## src/rtl/ifu_pkg.sv

```systemverilog
// Shared types and constants for the prefetching instruction fetch unit.
package ifu_pkg;

  // Fetch engine states: issue decision, address phase, data phase, stopped on bus fault.
  typedef enum logic [1:0] {
    IDLE = 2'd0,
    ADDR = 2'd1,
    DATA = 2'd2,
    HALT = 2'd3
  } ifu_state_e;

  // AXI read response codes.
  localparam logic [1:0] RESP_OKAY   = 2'b00;
  localparam logic [1:0] RESP_EXOKAY = 2'b01;
  localparam logic [1:0] RESP_SLVERR = 2'b10;
  localparam logic [1:0] RESP_DECERR = 2'b11;

  // Queue entry layout at the default 32-bit widths; the top packs entries in the
  // same field order (pc, inst, fault) for any width.
  typedef struct packed {
    logic [31:0] pc;
    logic [31:0] inst;
    logic        fault;
  } ifu_entry_t;

  // Anything other than OKAY is treated as a fetch fault.
  function automatic logic resp_is_fault(input logic [1:0] resp);
    return resp != RESP_OKAY;
  endfunction

endpackage

```

## src/rtl/ifu_fetch_fifo.sv

```systemverilog
// Synchronous prefetch queue with push/pop and a flush that overrides both.
module ifu_fetch_fifo #(
  parameter int WIDTH = 65,
  parameter int DEPTH = 4
) (
  input  logic                     clk,
  input  logic                     rst,
  input  logic                     push,
  input  logic                     pop,
  input  logic                     flush,
  input  logic [WIDTH-1:0]         din,
  output logic [$clog2(DEPTH):0]   count,
  output logic [WIDTH-1:0]         head
);

  localparam int AW = $clog2(DEPTH);
  localparam int CW = AW + 1;

  logic [WIDTH-1:0] mem [DEPTH];
  logic [AW-1:0]    wr_ptr;
  logic [AW-1:0]    rd_ptr;
  logic             do_push;
  logic             do_pop;

  assign do_push = push & ~flush;
  assign do_pop  = pop & ~flush & (count != '0);
  assign head    = mem[rd_ptr];

  // Pointer and occupancy bookkeeping; DEPTH is a power of two so pointers wrap naturally.
  always_ff @(posedge clk) begin
    if (!rst) begin
      wr_ptr <= '0;
      rd_ptr <= '0;
      count  <= '0;
    end else if (flush) begin
      wr_ptr <= '0;
      rd_ptr <= '0;
      count  <= '0;
    end else begin
      if (do_push) wr_ptr <= wr_ptr + AW'(1);
      if (do_pop)  rd_ptr <= rd_ptr + AW'(1);
      unique case ({do_push, do_pop})
        2'b10:   count <= count + CW'(1);
        2'b01:   count <= count - CW'(1);
        default: count <= count;
      endcase
    end
  end

  // Entry storage; the producer guarantees a push never meets a full queue.
  always_ff @(posedge clk) begin
    if (do_push) mem[wr_ptr] <= din;
  end

endmodule

```

## src/rtl/ifu_prefetch_axi.sv

```systemverilog
// Instruction fetch unit: sequential AXI-Lite fetches into a prefetch queue,
// with redirect flush, stale-response discard and halt on bus fault.
module ifu_prefetch_axi
  import ifu_pkg::*;
#(
  parameter int              ADDR_W     = 32,
  parameter int              DATA_W     = 32,
  parameter int              FIFO_DEPTH = 4,
  parameter logic [ADDR_W-1:0] RESET_PC = 32'h8000_0000
) (
  input  logic              clk,
  input  logic              rst,
  input  logic              redirect_valid,
  input  logic [ADDR_W-1:0] redirect_pc,
  output logic              inst_valid,
  output logic [DATA_W-1:0] inst,
  output logic [ADDR_W-1:0] inst_pc,
  output logic              inst_fault,
  input  logic              inst_ready,
  output logic [ADDR_W-1:0] araddr,
  output logic              arvalid,
  input  logic              arready,
  input  logic [DATA_W-1:0] rdata,
  input  logic [1:0]        rresp,
  input  logic              rvalid,
  output logic              rready
);

  localparam int CW = $clog2(FIFO_DEPTH) + 1;
  localparam int EW = ADDR_W + DATA_W + 1;
  localparam logic [CW-1:0] DEPTH_C = CW'(FIFO_DEPTH);

  ifu_state_e        state;
  logic [ADDR_W-1:0] fetch_pc;
  logic [ADDR_W-1:0] redirect_target;
  logic              stale;
  logic [CW-1:0]     count;
  logic [EW-1:0]     head;
  logic [EW-1:0]     push_entry;
  logic              ar_done;
  logic              r_done;
  logic              push;
  logic              pop;
  logic              slot_free;

  assign redirect_target = {redirect_pc[ADDR_W-1:2], 2'b00};
  assign ar_done         = arvalid & arready;
  assign r_done          = rvalid & rready;
  assign slot_free       = count < DEPTH_C;

  // araddr is held after the AR handshake, so it still names the in-flight word.
  assign push_entry = {araddr, rdata, resp_is_fault(rresp)};
  assign push       = r_done & ~stale;
  assign pop        = inst_valid & inst_ready;

  assign inst_valid = count != '0;
  assign inst       = inst_valid ? head[DATA_W:1] : '0;
  assign inst_pc    = inst_valid ? head[EW-1 -: ADDR_W] : '0;
  assign inst_fault = inst_valid & head[0];

  ifu_fetch_fifo #(
    .WIDTH (EW),
    .DEPTH (FIFO_DEPTH)
  ) u_fifo (
    .clk   (clk),
    .rst   (rst),
    .push  (push),
    .pop   (pop),
    .flush (redirect_valid),
    .din   (push_entry),
    .count (count),
    .head  (head)
  );

  // Fetch FSM with registered AXI outputs, fetch PC and stale-response tracking.
  always_ff @(posedge clk) begin
    if (!rst) begin
      state    <= IDLE;
      fetch_pc <= RESET_PC;
      stale    <= 1'b0;
      araddr   <= RESET_PC;
      arvalid  <= 1'b0;
      rready   <= 1'b0;
    end else begin
      case (state)
        IDLE: begin
          if (!redirect_valid && slot_free) begin
            state   <= ADDR;
            araddr  <= fetch_pc;
            arvalid <= 1'b1;
          end
        end
        ADDR: begin
          if (ar_done) begin
            state   <= DATA;
            arvalid <= 1'b0;
            rready  <= 1'b1;
            if (!stale) fetch_pc <= fetch_pc + ADDR_W'(4);
          end
        end
        DATA: begin
          if (r_done) begin
            rready <= 1'b0;
            if (!stale && !redirect_valid && resp_is_fault(rresp)) state <= HALT;
            else state <= IDLE;
          end
        end
        HALT: begin
          if (redirect_valid) state <= IDLE;
        end
        default: state <= IDLE;
      endcase

      // Only one transaction can be outstanding, so its completion always ends staleness.
      if (r_done) stale <= 1'b0;
      else if (redirect_valid && (state == ADDR || state == DATA)) stale <= 1'b1;

      // A redirect overrides any increment made by the AR handshake above.
      if (redirect_valid) fetch_pc <= redirect_target;
    end
  end

endmodule
```

## config.mk

```make
export PLATFORM = sky130hd
export DESIGN_NAME = ifu_prefetch_axi
export DESIGN_NICKNAME = d
export VERILOG_FILES = /design/src/rtl/ifu_pkg.sv /design/src/rtl/ifu_fetch_fifo.sv /design/src/rtl/ifu_prefetch_axi.sv
export SDC_FILE = /design/constraint.sdc
export NUM_CORES = 1
export LEC_CHECK = 0
export CAP_MARGIN = 20
export CORE_ASPECT_RATIO = 0.75
export CORE_MARGIN = 8
export CORE_UTILIZATION = 55
export CTS_CLUSTER_DIAMETER = 50
export DETAILED_ROUTE_END_ITERATION = 6
export GPL_TIMING_DRIVEN = 0
export PLACE_DENSITY = 0.79
export SYNTH_ARGS = -nofsm -noshare
export SYNTH_HDL_FRONTEND = slang
export SYNTH_SLANG_ARGS = --single-unit
```

## constraint.sdc

```tcl
create_clock -name clk -period 4.7 [get_ports clk]
set_input_delay 0.94 -clock clk [delete_from_list [all_inputs] [get_ports clk]]
set_output_delay 0.94 -clock clk [all_outputs]
set_load 0.005 [all_outputs]
```

Yosys cells after proc, flatten, opt, wreduce, memory -nomap -nowiden
Memories as Yosys holds them, arrays and structs flattened. A register that Yosys moved wholly into a read port is not among the register bits. Cells that the tools add are included.

Register bits after elaboration: 76. Bits in writable memories: 260. Input port bits: 72. Output and inout port bits: 100. Word-level logic and storage cells: 84. Memories kept: 1.

Add/sub/neg operators: 5. Magnitude comparators: 1. Eq/ne operators: 10. Muxes and demuxes: 23. Bitwise logic cells: 11. Reduce and logical (&&, ||, !) cells: 23.

Memory list: u_fifo.mem (depth 4, width 65, rd ports 1, clocked after Yosys merged registers in 1, write ports 1, line ifu_fetch_fifo.sv:19) `logic [WIDTH-1:0] mem [DEPTH];`.

Operators with widths (number): 32-bit 2-to-1 mux (6); 32-bit by 3-bit adder with 32-bit output, second input constant (1); 2-bit 2-to-1 mux (7); 3-bit AND reduction (4); 2-bit nonzero test (6); 2-bit inequality test, second input constant (5); 1-bit AND (8); 2-bit one-hot mux with 4 select lines (1); 2-bit == test, second input constant (3); 1-bit 2-to-1 mux (6); 3-bit one-hot mux with 2 select lines (1); 2-bit by 1-bit adder with 2-bit output, second input constant (2); 2-bit by 1-bit == test with 1-bit output, second input constant (2); 1-bit logical AND (4); 1-bit one-hot mux with 2 select lines (2); 4-bit AND reduction (1); 2-bit OR reduction (2); 3-bit by 1-bit adder with 3-bit output, second input constant (1); 3-bit < comparator, second input constant (1); 1-bit NOT (3); 3-bit nonzero test (1); 3-bit by 1-bit subtractor with 3-bit output, second input constant (1); 1-bit logical NOT (2); 2-bit logical NOT (1); other kinds (2) (2).

Depth between registers and ports, before layout
Gate-level depths: netlist of run 1.

Word-level depth: 6. Depth in mapped cells: 9. Depth with buffers taken out: 9.

Hierarchy
A second synthesis of run 1 with hierarchy kept.

Cell total of the unflattened synthesis: 914. Area total of the unflattened synthesis: 13812.0 um^2.

Modules (own cells, without submodules): ifu_fetch_fifo (times used 1, cells an instance 388, area each 9875.7 um^2, sequential area each 7987.7 um^2); ifu_prefetch_axi (times used 1, cells an instance 526, area each 3936.3 um^2, sequential area each 1301.2 um^2).

Worst setup path before layout of run 1
Ideal clock, no wire load.

Path type: in2reg. From: in redirect_valid. To: mem u_fifo.mem[0][0] (enable). Setup time: 0.428 ns. Arrival time: 3.175 ns. Required time: 4.272 ns. Setup slack: 1.097 ns. Cell stages on the path: 3. Buffers on the path: 1. Cell sequence: clkbuf_1 -> nor3_1 -> and2_1.

Word-level cells in the longest chain between the ends: 4.

Ends and longest elaborated chain: start: declaration (line ifu_prefetch_axi.sv:13) `input logic redirect_valid,`; 1-bit NOT (line ifu_fetch_fifo.sv:25) `assign do_push = push & ~flush;`; 1-bit AND (line ifu_fetch_fifo.sv:25); 1-bit 2-to-1 mux (line ifu_fetch_fifo.sv:52) `if (do_push) mem[wr_ptr] <= din;`; 1-bit 2-to-1 mux (implied by the code) (line ifu_fetch_fifo.sv:52); end: declaration (line ifu_fetch_fifo.sv:19).

Every way passes these cells.

==> results of run 1 <==
==> registers in the layout, summed over array words and instances (netlist names), named ones only <==
| signal | count |
|---|---|
| u_fifo.count | 3 |
| fetch_pc | 30 |
| u_fifo.mem | 252 |
| state | 2 |
| arvalid | 1 |
| rready | 1 |
| u_fifo.rd_ptr | 2 |
| stale | 1 |
| u_fifo.wr_ptr | 2 |
| araddr | 30 |
==> worst max-delay path, cell delays in order, from the launching register on <==
cell and delay, ns:
dfxtp_1 0.31, clkbuf_1 0.52, buf_2 0.46, mux4_2 0.54, and2_1 0.17, clkdlybuf4s50_1 0.52
==> metrics by stage <==
step	setup slack, ns	cells	total power [mW]
floorplan	1.097	882	3.672
global placement	-0.7592	1353	3.953
detailed placement	1.095	1358	3.973
CTS	0.5938	1415	6.607
global route	0.4617	1416	6.786
finish	0.6844	1416	6.563
==> cell usage in the layout, fill, tap and decap left out, drive strengths merged, types with 12 or more instances in the layout <==
cell           instances
nand4                 14
o21ai                 34
a31oi                 16
buf                   50
nand3                 16
mux4                  63
and2                  70
edfxtp               252
or4                   13
nand2                 74
clkbuf                71
nor2                  17
or3                   12
a21oi                 42
dfxtp                 74
clkdlybuf4s50        165
inv                   20
==> Yosys cell counts, types with 11 or more instances <==
| master | count |
|---|---|
| nand3_1 | 16 |
| and2_1 | 70 |
| o21ai_0 | 34 |
| clkbuf_1 | 36 |
| nand2_1 | 74 |
| nand4_1 | 13 |
| dfxtp_1 | 74 |
| or4_1 | 11 |
| mux4_2 | 63 |
| a21oi_1 | 42 |
| inv_1 | 18 |
| edfxtp_1 | 252 |
| buf_4 | 34 |
| or3_1 | 11 |
| a31oi_1 | 16 |
| nor2_1 | 17 |
==> per-layer routing <==
layer | up-vias | wire length (µm) | share of wire, %
li1 | 3744 | - | -
met1 | 4025 | 12890 | 44
met2 | 353 | 13690 | 46
met3 | 34 | 2501 | 8.5
met4 | 0 | 445 | 1.5
met5 | - | 0 | 0
==> cells by family after synthesis <==
kind of cell	count (synthesis)
and+or+nand+nor	245
AOI/OAI and AO/OA	117
buffers and inverters	100
adders and majority gates	11
DFF	326
xor gates and xnor gates	14
muxes	65
other	1
==> final cells by class <==
type	instances	area, µm²	area share [%]
antenna	1	2.502	0.01511
buffer	81	447.9	2.705
clock buffer	35	790.8	4.775
clock inverter	22	304.0	1.836
inverter	19	71.32	0.4306
multi-input combinational	456	3746	22.62
sequential	326	9049	54.64
tap	306	382.9	2.312
timing repair buffer	170	1767	10.67
==> final timing paths <==
path / start / end / slack (ns) / cells after the start
max: flip-flop / inst_pc[7] / 0.68 / 5
min: fetch_pc[27] / araddr[27] / 0.50 / 2
max reg2reg: state[1] / fetch_pc[17] / 2.21 / 8
min reg2reg: fetch_pc[27] / araddr[27] / 0.50 / 2
==> power groups by stage <==
stage	combinational (mW)	clock, mW	sequential (mW)
after global routing	0.654	2.80	3.33
after detailed placement	0.596	0	3.38
after global placement	0.577	0	3.38
final	0.596	2.65	3.32
after CTS	0.599	2.69	3.32
after floorplan	0.329	0	3.34
==> flow_summary.json, run 1 <==
{
  "netlist_top_cells_area": "edfxtp_1 57%, dfxtp_1 11%, mux4_2 11%, and2_1 3.3%, nand2_1 2.1%",
  "syn_area_um2": 13290,
  "yosys.area_share.simple_pct": 9.996,
  "grt_util_all_layers_pct": 19.83,
  "antenna_found_initial": 1,
  "drt_iter0_drc": 730,
  "nFillCells": 1604,
  "clk_pin_slew_ns": 0.06,
  "grt_busiest_layer": "met2",
  "die_x_um": 195.5,
  "fin_crit_ns": 4.016,
  "cap_violations": 0,
  "wire_per_inst_um": 20.85,
  "die_area_um2": 29450,
  "async_flop_share_pct": 0,
  "outcome": "completed",
  "wirelength_mm": 29.53,
  "cts_buffer_depth": 3,
  "grt_max_degree": 54,
  "ys_warn_count": 0,
  "die_h_um": 150.6,
  "internal_power_mw": 5.109,
  "yosys.area.top_type": "edfxtp_1",
  "num_vias": 8156,
  "rsz0062_at_grt": "no",
  "cts_sinks": 326,
  "syn_inst": 879,
  "htree_levels": 1,
  "gr-usage-met2_pct": 31.24,
  "port_buffers": 165,
  "fmax_mhz": 249.0,
  "switching_power_mw": 1.454,
  "io_pins": 172,
  "finClkSkew_ns": 0.02144,
  "placement.cell_area_um2": 15460,
  "path_class": "reg -> out",
  "post-route-cell-area_um2": 16560,
  "synth_edf_count": 252,
  "setup_viol": 0,
  "p_seq_share_pct": 50.6,
  "worst_hold_slack_ns": 0.4987,
  "cts_resized": 0,
  "synth_compound_area_share_pct": 5.158,
  "avgSynthCellArea_um2": 15.12,
  "pwr-share-comb_pct": 9.1,
  "finalNetCount": 1168,
  "use_met3_pct": 3.797,
  "synth_ff_type": "edfxtp_1",
  "synth_top_family_by_area": "multiplexers",
  "worst_slew_pin_slew_ns": 0.8759,
  "ir_worst_vdd_uv": 288.7,
  "grt_pass1_wl_mm": 45.97,
  "power_density_nw_per_um2": 396.3,
  "tns_ns": 0,
  "area_growth_pct": 24.59,
  "postCtsSetupRepairBufs": 0,
  "rows": 49,
  "crit_fanout": 10,
  "synthAdderAreaFrac_pct": 1.092,
  "tritoncts": "built",
  "p_leak_nw": 5.421,
  "seq_area_frac_synth_pct": 68.07,
  "numCtsBuffers": 31,
  "critPathLaunchType": "flip-flop",
  "gp_congestion": 0.8852,
  "overflow": 0,
  "met1_usage_pct": 28.57,
  "hold_viol": 0,
  "synth_top_area_share_pct": 56.93,
  "drc": 0,
  "drv_slew": 0,
  "grt_pass1_vias": 8129,
  "finalCritPeriodShare_pct": 85.44,
  "start_util_pct": 55.74,
  "p_sw_share_pct": 22.16,
  "root_buffer": "clkbuf_16",
  "ys_types": 52,
  "clk_latency_ns": 0.55,
  "drive_above_1_share_pct": 15.33,
  "cp-end-kind": "output pin",
  "core_um2": 23850,
  "worst_ep_required_time_ns": 3.76,
  "hold_buffers": 0,
  "synthMuxAreaShare_pct": 10.82,
  "final_util_pct": 69.44,
  "ys_ff_latch": 326,
  "p_clk_share_pct": 40.4,
  "hold_class": "reg -> reg",
  "arrival_ns": 3.08,
  "slew_headroom_pct": 41.16,
  "ant_nets": 0,
  "via_per_inst": 5.760,
  "firstDrtPassIters": 5,
  "post-dp-hpwl_mm": 19.87,
  "synth_xor_xnor_area_share_pct": 0.9224
}
Power figures use the tool's default switching activity.
==> run 2: changes to the inputs <==
- CORE_UTILIZATION: 55 -> 50
- PLACE_DENSITY: 0.79 -> 0.76
- clock period: 4.7 -> 3.4 ns (I/O delays scaled with it)
==> run 2 against run 1 <==
Compared with the run above:
- clock power increased by 37%
- first-iteration DRC count decreased by 12%
- cell count increased by 2.7%
- count of clock-buffer cells in the layout increased by 10
- largest power group unchanged
==> flow_summary.json, run 2 (synthesis gave the netlist of run 1 again) <==
{
  "nFillCells": 1929,
  "ant_nets": 0,
  "worst-path-buf-inv": 2,
  "cap_violations": 0,
  "endpoint": "inst_pc[15]",
  "multi_input_area_um2": 3746,
  "dp_slack_ns": -0.1526,
  "via_per_inst": 5.572,
  "top_register": "u_fifo.mem",
  "rows": 51,
  "tritoncts": "built",
  "crit_fanout": 10,
  "drv_slew": 0,
  "overflow": 0,
  "gp_congestion": 0.8629,
  "fin_ws_ns": 0.1291,
  "fin_crit_ns": 3.271,
  "clk_pin_slew_ns": 0.06,
  "largest_register_ffs": 252,
  "start_util_pct": 51.06,
  "cts_sinks": 326,
  "grt_pass1_wl_mm": 47.31,
  "wire_per_inst_um": 20.88,
  "fmax_mhz": 305.7,
  "firstDrtPassIters": 6,
  "clk_latency_ns": 0.50,
  "io_pins": 172,
  "root_buffer": "clkbuf_16",
  "power_density_nw_per_um2": 543.3,
  "worst_hold_slack_ns": 0.4941,
  "cp_slowest_cell": "dfxtp_1",
  "rsz0062_at_grt": "no",
  "hold_viol": 0,
  "num_antenna_cells": 0,
  "ir_worst_vdd_uv": 332.0,
  "tns_ns": 0,
  "grt_util_all_layers_pct": 18.82,
  "power_mw": 9.027,
  "outcome": "completed",
  "num_vias": 8102,
  "hold_class": "reg -> reg",
  "finalCritPeriodShare_pct": 96.20,
  "drc": 0,
  "drive_above_1_share_pct": 15.86,
  "finalNetCount": 1169,
  "wirelength_mm": 30.36,
  "final_cell_mix": "252 x edfxtp_1, 165 x clkdlybuf4s50_1, 74 x nand2_1",
  "final_util_pct": 63.82,
  "seq_area_um2": 9050,
  "post-dp-hpwl_mm": 20.44,
  "htree_levels": 2,
  "cp.depth": 4,
  "mostFrequentLayoutCell": "edfxtp_1",
  "cts_buffer_depth": 3,
  "die_x_um": 204.3,
  "arrival_ns": 2.59,
  "setup_viol": 0,
  "crit_family": "buffers and inverters",
  "finClkSkew_ns": 0.01227,
  "die_h_um": 157.2,
  "area_growth_pct": 24.99,
  "worst_slew_pin_slew_ns": 0.9401,
  "slew_headroom_pct": 36.84,
  "port_buffers": 165,
  "rrSetupSlack_ns": 0.80,
  "worst_ep_required_time_ns": 2.72,
  "cp_cell_sequence": "clkbuf_2 > mux4_2 > and2_1 > clkdlybuf4s50_1",
  "antenna_found_initial": 1,
  "critPathLaunchType": "flip-flop",
  "grt_pass1_vias": 8259,
  "rr_worst_depth": 4,
  "numCtsBuffers": 34,
  "core_um2": 26040,
  "grt_max_degree": 53,
  "cp-end-kind": "output pin",
  "rr_endpoint": "u_fifo.mem[0][12]",
  "drt_iter0_drc": 645,
  "path_class": "reg -> out",
  "reg2reg_from": "rready",
  "p_leak_nw": 5.449,
  "die_area_um2": 32110,
  "crit_path_max_incr_delay_ns": 0.64,
  "largestRegisters": "u_fifo.mem x252, araddr x30, fetch_pc x30"
}
[run 2: changes by cell type in the layout (fill, tap and decap cells not counted), moves of 2 or more]
cell | previous run | this run
buf_4 | 34 | 36
buf_2 | 8 | 2
clkbuf_4 | 0 | 4
clkbuf_1 | 40 | 33
clkbuf_2 | 0 | 8
clkinvlp_4 | 4 | 1
clkbuf_16 | 31 | 37
clkinv_1 | 5 | 8
bufinv_16 | 7 | 2
[run 2: worst min-delay path by stage]
stage / end / cells past startpoint / from / slack [ns]
floorplan: araddr[28] / 2 / fetch_pc[28] / 0.45
global placement: fetch_pc[31] / 2 / fetch_pc[31] / 0.48
detailed placement: fetch_pc[31] / 2 / fetch_pc[31] / 0.48
CTS: araddr[28] / 2 / fetch_pc[28] / 0.50
global route: fetch_pc[31] / 2 / fetch_pc[31] / 0.51
finish: fetch_pc[31] / 2 / fetch_pc[31] / 0.49
[run 2: layout make-up]
class | instances | area share (%)
Sequential cell | 326 | 54.47
Multi-Input combinational cell | 456 | 22.55
Timing Repair Buffer | 170 | 10.59
Clock buffer | 45 | 5.814
Buffer | 79 | 2.801
Tap cell | 344 | 2.591
Clock inverter | 15 | 0.7606
Inverter | 19 | 0.4292
[run 2: power by group]
part / internal (mW) / switching, mW / leakage, nW
Sequential: 4.45 / 0.139 / 2.90
Combinational: 0.402 / 0.421 / 2.01
Clock: 2.15 / 1.46 / 0.531
[run 2: through the flow]
stage	std cells	area, µm²
final	1454	16610
after global placement	1391	15390
after detailed placement	1396	15500
after global routing	1454	16610
after floorplan	882	13300
after CTS	1454	16600
[run 2: metal layers]
metal	global-route usage, %	up-vias	share of wire [%]
met5	0	-	0.040
met4	3.387	2	1.3
met3	4.621	39	8.0
met2	29.68	301	47
met1	26.55	4021	44
li1	-	3739	-
[run 2: worst reg2reg max path: stages, from the launching register on]
cell and delay (ns):
dfxtp_1 0.41, nand2_1 0.18, nor3_1 0.76, and2_4 0.62
buf_12 0.30
[run 2: what timing repair did]
action,in CTS,in global routing
hold buffers,0,0
endpoints found under the hold margin,0,0
endpoints found under the setup margin,60,42
gates resized for setup,10,7
buffers inserted,0,0
